`src/rtl/domain_sched_pkg.sv`:
```
// Shared types and constants for the two-domain TDM scheduler.
// Domain labels map directly onto the mux select value.
package domain_sched_pkg;

  typedef enum logic [1:0] {
    SLOT0  = 2'd0,
    SCRUB0 = 2'd1,
    SLOT1  = 2'd2,
    SCRUB1 = 2'd3
  } state_e;

  localparam logic DOM_L1 = 1'b0;
  localparam logic DOM_L2 = 1'b1;

  // Counter width for the longer of the two phases; never below one bit.
  function automatic int cnt_width(input int slice, input int scrub);
    int m;
    m = (slice > scrub) ? slice : scrub;
    return (m <= 1) ? 1 : $clog2(m);
  endfunction

endpackage

```
`src/rtl/slot_timer.sv`:
```
// Phase counter for the scheduler: counts through a slot or a scrub and flags
// its last cycle. The count restarts whenever the phase ends.
module slot_timer
  import domain_sched_pkg::*;
#(
  parameter int SLICE = 8,
  parameter int SCRUB = 2,
  parameter int CW    = cnt_width(SLICE, SCRUB)
) (
  input  logic          clk,
  input  logic          rst_n,
  input  state_e        state_i,
  output logic [CW-1:0] cnt_o,
  output logic          tc_o
);

  localparam logic [CW-1:0] SLICE_LAST = CW'(SLICE - 1);
  localparam logic [CW-1:0] SCRUB_LAST = CW'(SCRUB - 1);

  logic [CW-1:0] cnt_q, cnt_d;
  logic          is_slot;

  always_comb begin
    is_slot = (state_i == SLOT0) || (state_i == SLOT1);
    tc_o    = (cnt_q == (is_slot ? SLICE_LAST : SCRUB_LAST));
    cnt_d   = tc_o ? '0 : cnt_q + 1'b1;
  end

  always_ff @(posedge clk or negedge rst_n) begin
    if (!rst_n) begin
      cnt_q <= '0;
    end else begin
      cnt_q <= cnt_d;
    end
  end

  assign cnt_o = cnt_q;

endmodule

```
`src/rtl/domain_tdm_scheduler.sv`:
```
// Fixed time-division owner of the shared two-domain output mux, with a
// scrub interval between owners so neither domain can observe the other.
module domain_tdm_scheduler
  import domain_sched_pkg::*;
#(
  parameter int DW    = 2,
  parameter int SLICE = 8,
  parameter int SCRUB = 2
) (
  input  logic          clk,
  input  logic          rst_n,
  input  logic          vld0,
  input  logic [DW-1:0] din0,
  output logic          rdy0,
  input  logic          vld1,
  input  logic [DW-1:0] din1,
  output logic          rdy1,
  output logic          sel,
  output logic [DW-1:0] dout,
  output logic          dout_vld
);

  localparam int            CW         = cnt_width(SLICE, SCRUB);
  localparam logic [CW-1:0] SLICE_LAST = CW'(SLICE - 1);

  state_e        state_q, state_d;
  logic          sel_q, sel_d;
  logic [DW-1:0] dout_q, dout_d;
  logic          dout_vld_q, dout_vld_d;
  logic [CW-1:0] cnt;
  logic          tc;
  logic          xfer0, xfer1;

  slot_timer #(
    .SLICE (SLICE),
    .SCRUB (SCRUB),
    .CW    (CW)
  ) u_timer (
    .clk     (clk),
    .rst_n   (rst_n),
    .state_i (state_q),
    .cnt_o   (cnt),
    .tc_o    (tc)
  );

  // The last slot cycle never accepts, so the final word is shown before the switch.
  assign rdy0  = (state_q == SLOT0) && (cnt < SLICE_LAST);
  assign rdy1  = (state_q == SLOT1) && (cnt < SLICE_LAST);
  assign xfer0 = vld0 && rdy0;
  assign xfer1 = vld1 && rdy1;

  always_comb begin
    state_d    = state_q;
    sel_d      = sel_q;
    dout_d     = dout_q;
    dout_vld_d = 1'b0;
    if (xfer0) begin
      dout_d     = din0;
      dout_vld_d = 1'b1;
    end else if (xfer1) begin
      dout_d     = din1;
      dout_vld_d = 1'b1;
    end
    // Scrub entry hands sel to the incoming domain and wipes the output word.
    if (tc) begin
      case (state_q)
        SLOT0: begin
          state_d = SCRUB0;
          sel_d   = DOM_L2;
          dout_d  = '0;
        end
        SCRUB0: state_d = SLOT1;
        SLOT1: begin
          state_d = SCRUB1;
          sel_d   = DOM_L1;
          dout_d  = '0;
        end
        SCRUB1: state_d = SLOT0;
        default: state_d = SLOT0;
      endcase
    end
  end

  always_ff @(posedge clk or negedge rst_n) begin
    if (!rst_n) begin
      state_q    <= SLOT0;
      sel_q      <= DOM_L1;
      dout_q     <= '0;
      dout_vld_q <= 1'b0;
    end else begin
      state_q    <= state_d;
      sel_q      <= sel_d;
      dout_q     <= dout_d;
      dout_vld_q <= dout_vld_d;
    end
  end

  assign sel      = sel_q;
  assign dout     = dout_q;
  assign dout_vld = dout_vld_q;

endmodule
```
`config.mk`:
```
export PLATFORM = sky130hd
export DESIGN_NAME = domain_tdm_scheduler
export DESIGN_NICKNAME = d
export VERILOG_FILES = /design/src/rtl/domain_sched_pkg.sv /design/src/rtl/slot_timer.sv /design/src/rtl/domain_tdm_scheduler.sv
export SDC_FILE = /design/constraint.sdc
export NUM_CORES = 1
export LEC_CHECK = 0
export BUFFER_PORTS_ARGS = -buffer_cell sky130_fd_sc_hd__buf_4
export CAP_MARGIN = 10
export CORE_AREA = 2 2 39 41
export DETAILED_ROUTE_END_ITERATION = 16
export DIE_AREA = 0 0 41 43
export GPL_TIMING_DRIVEN = 0
export PLACE_DENSITY_LB_ADDON = 0.25
export SYNTH_ARGS = -nofsm -noshare
export SYNTH_HDL_FRONTEND = slang
export SYNTH_SLANG_ARGS = --single-unit
```
`constraint.sdc`:
```
create_clock -name clk -period 2.05 [get_ports clk]
set_clock_uncertainty 0.1 [all_clocks]
set_input_delay 0.5125 -clock clk [delete_from_list [all_inputs] [get_ports clk]]
set_output_delay 0.5125 -clock clk [all_outputs]
set_load 0.02 [all_outputs]
```
==> flow_results.org <==
** Setup path
- The worst register-to-register path begins at state_q[0].
- Crit path DAT :: 1320 ps
- Critical Path Fanout Max :: 9
- Library cell contributing the largest single delay on the critical path :: dfrtp_1
- Capturing element type of the critical path :: primary output
- Maximum cell stage delay along the critical path :: 320 ps
- The signal on the critical path passes through inv_1 -> ha_1 -> buf_6 -> and2_2 -> buf_4.
- Worst Setup Path Type :: flip-flop to primary output
- The worst register-to-register path has a depth of 6.
- Startpoint kind of the worst setup timing path :: flip-flop
- In this run the register-to-register setup slack is 330 ps.
- At the worst endpoint, the required time is 1440 ps.
- The worst register-to-register path ends at state_q[1].

** Routing
- After detailed routing, the average wire length per cell comes to 12.4 um.
- Sum of routed wire length over all layers :: 1.01 mm
- Highest routed layer :: met3
- Before antenna repair, the detailed router went through 4 iterations.
- Vias per inst :: 4.95
- For this block, the initial DRC count from the detailed router was 5.
- In this run the remaining antenna-violating nets after routing total 0.
- Number of design rule violations left after detail routing :: 0
- Summed over all nets, wire length on met3 after detailed routing comes to 99 um.
- Number of vias after detailed routing :: 401
- DRT met1 WL :: 458 um
- The routed design uses 447 um of met2 wire.

** Final layout
- Register area :: 225 um^2
- Post-layout utilization of the core :: 47.4%
- Number of nets in the final layout :: 78
- ANT cells :: 0
- Share of post-route cells with drive strength above 1 :: 38.5%
- The multi-input combinational cells in the finished layout cover a total of 246 um^2.
- Layout filler cell count :: 131
- The area growth from synthesis to layout is 31.3%.

** Timing
- Actual transition at the worst max-transition pin :: 235 ps
- Total count of hold-check failures in the final report :: 0
- Final worst-path cycle share :: 94.1%
- Setup violations remaining at the end of the flow were counted as 0.
- Setup total negative slack on the finished layout was measured at 0 ps.
- Fin crit period :: 1930 ps
- The worst pin sits at a relative slew slack of 84.2%.
- Highest clock rate :: 518 MHz
- Number of slew-limit violations in the final report :: 0
- Setup repair after global routing missed its margin :: no

** Power and ir drop
- IR analysis of the VDD net gives a maximum drop of 0.271 mV.
- In this run the power density over the cells is 508 mW/mm^2.
- Summed over all cells, the static leakage comes to 0.000345 uW.

** Synth
- The Yosys step of the flow raised 0 warnings.
- Mean post-synth cell area :: 10.6 um^2
- The mapped netlist covers 499 um^2.
- Top-area cell type share of the netlist area :: 45.1%
- Commonest register cell after synthesis :: dfrtp_1
- Syn Inst Count :: 47
- In the synthesized netlist, mux cells make up 5.01% of the area.
- Post-Synth Simple-Gate Area :: 19.8%
- Counting flops with a built-in enable in the synthesized netlist gives 0.
- Biggest area contributors in the synthesized netlist :: dfrtp_1 (45%), ha_1 (10%), and2_2 (4.5%), a311oi_1 (3.5%), a21oi_1 (3.0%)
- Top cell type by total area after synthesis :: dfrtp_1
- Summing the areas of all compound-gate instances in the mapped netlist gives 12.3% of the synthesized area.
- Sequential cells were found to cover 45.1% of the synthesized design area.
- Count leader, synth :: dfrtp_1
- Summing the areas of all fa, ha and maj instances in the mapped netlist gives 10.0% of the synthesized area.
- By area, the combinational part of the netlist is dominated by simple AND/OR/NAND/NOR gates.
- Syn Nets :: 59
- Top cells by count, synth :: dfrtp_1 (9), ha_1 (4)
- Number of distinct library cells after synthesis :: 23
- Of all flip-flops after synthesis, the portion carrying an async set or reset was 100%.
- XOR/XNOR Fraction of Synth Area :: 1.75%
- Number of synthesized register bits :: 9

** Outcome
- The flow ran to the end, and the final reports show no timing, DRC or antenna violations.

** Floorplan
- Die Outline Area :: 0.00176 mm^2
- Count of pins on the block boundary :: 14
- Once the floorplan was initialized, standard cells occupied 36.1% of the core.
- The initialized floorplan defines 14 standard-cell rows.
- In this run the vertical extent of the chip is 43 um.
- The die is 41 um wide.
- The floorplan step defined a core boundary enclosing 0.00138 mm^2.

** GRT
- Tot GR Track Use :: 14.3%
- First-pass GRT wire length :: 1.68 mm
- The via count of the first global-routing pass was 375.
- Number of antenna violations at the first check in global routing :: 0
- Maximum number of pins on one net before global-route repair :: 10
- After global routing the overflow that remains totals 0.

** Clock tree
- After clock tree synthesis, the setup repair step added 0 buffers.
- Cts bufs inserted :: 3
- Clock root buffer master :: clkbuf_4
- Total number of clock tree sinks :: 9
- No sink is reached through more buffers than the 2 on the longest clock path.
- Worst-path clk slew :: 70 ps
- Clock latency on the worst-skew pair :: 260 ps
- TritonCTS built the clock tree.
- Number of H-tree levels :: 1

** Placement
- Routability-driven placement finished with a final weighted congestion of 0.637.
- Final HPWL from detailed placement :: 710 um
- During placement, the flow inserted port buffers numbering 13.

** Worst hold path
- The path class of the tightest hold or removal check is flip-flop to flip-flop.
- The worst hold path terminates at u_timer.cnt_o[0].
- Counting instances, the worst hold path has a depth of 1.
- Worst min-delay path startpoint :: u_timer.cnt_o[0]

** Flow run
- Across the run, the number of max-cap violations was 0.
==> state kept, by name, indices dropped and copies added, names as in the netlist <==
| register | cells |
|---|---|
| dout | 2 |
| dout_vld | 1 |
| sel | 1 |
| state_q | 2 |
| u_timer.cnt_o | 3 |
==> per-layer routing <==
layer  vias to the layer above  track usage [%]
li1                        201                -
met1                       185             20.9
met2                        15             18.8
met3                         0             4.71
met4                         0             6.00
met5                         -                0
==> cells by family after synthesis <==
group / Yosys count
buf+inv: 5
simple gates: 17
flops: 9
xor+xnor: 1
mux: 2
compound gates: 9
fa+ha+maj: 4
==> area by class of cell <==
type	count	share of cell area, %
Multi-Input combinational cell	33	37.6
Clock buffer	4	4.01
Tap cell	16	3.05
Buffer	2	2.86
Sequential cell	9	34.4
Inverter	3	1.72
Timing Repair Buffer	14	16.4
==> cells in the final DEF (no fill, tap or decap) <==
cell           count
buf_4             14
dfrtp_1            9
and2_2             3
inv_1              3
nor2_1             3
a21oi_1            3
ha_1               3
clkbuf_4           3
nand3_1            2
nand2_1            2
nand4_1            2
nor3_1             2
a311oi_1           2
buf_6              1
o211a_1            1
nor4_2             1
o21ai_2            1
and2_1             1
and3_1             1
o21ai_0            1
xor2_1             1
o21ai_1            1
mux2_4             1
mux2i_1            1
ha_2               1
clkbuf_1           1
dlygate4sd3_1      1
==> repair_timing <==
action	4_1_cts	5_1_grt
endpoints found under the hold margin	9	0
endpoints found under the setup margin	0	1
hold buffers	1	0
gates resized for setup	0	1
==> power by group <==
group	total (uW)	internal [uW]	switching, uW
Sequential	178	178	0
Clock	140	75.1	64.7
Combinational	15.9	9.78	6.08
==> per-stage QoR <==
stage | instance area [um^2] | std cells | hold slack (ps) | worst slack [ps] | total power, uW
floorplan | 499 | 47 | 117 | 419 | 181
global placement | 617 | 76 | 246 | 323 | 196
detailed placement | 617 | 76 | 247 | 324 | 196
CTS | 653 | 81 | 437 | 90.0 | 341
global route | 656 | 81 | 463 | 40.3 | 349
finish | 656 | 81 | 425 | 121 | 333
==> worst max-delay path: cells and delay by family (launching register included) <==
kind / cells / cell delay, ps
DFF: 1 / 320
adders and majority gates: 1 / 210
buffers and inverters: 3 / 360
and+or+nand+nor: 1 / 160
==> worst max-delay path by stage <==
stage                           from    endpoint  cells past startpoint
floorplan                 state_q[0]  state_q[1]                      6
global placement          state_q[1]  state_q[1]                      5
detailed placement        state_q[1]  state_q[1]                      5
CTS                       state_q[0]        rdy0                      4
global route        u_timer.cnt_o[0]        rdy1                      3
finish                    state_q[0]        rdy1                      5
Power figures use the tool's default switching activity.
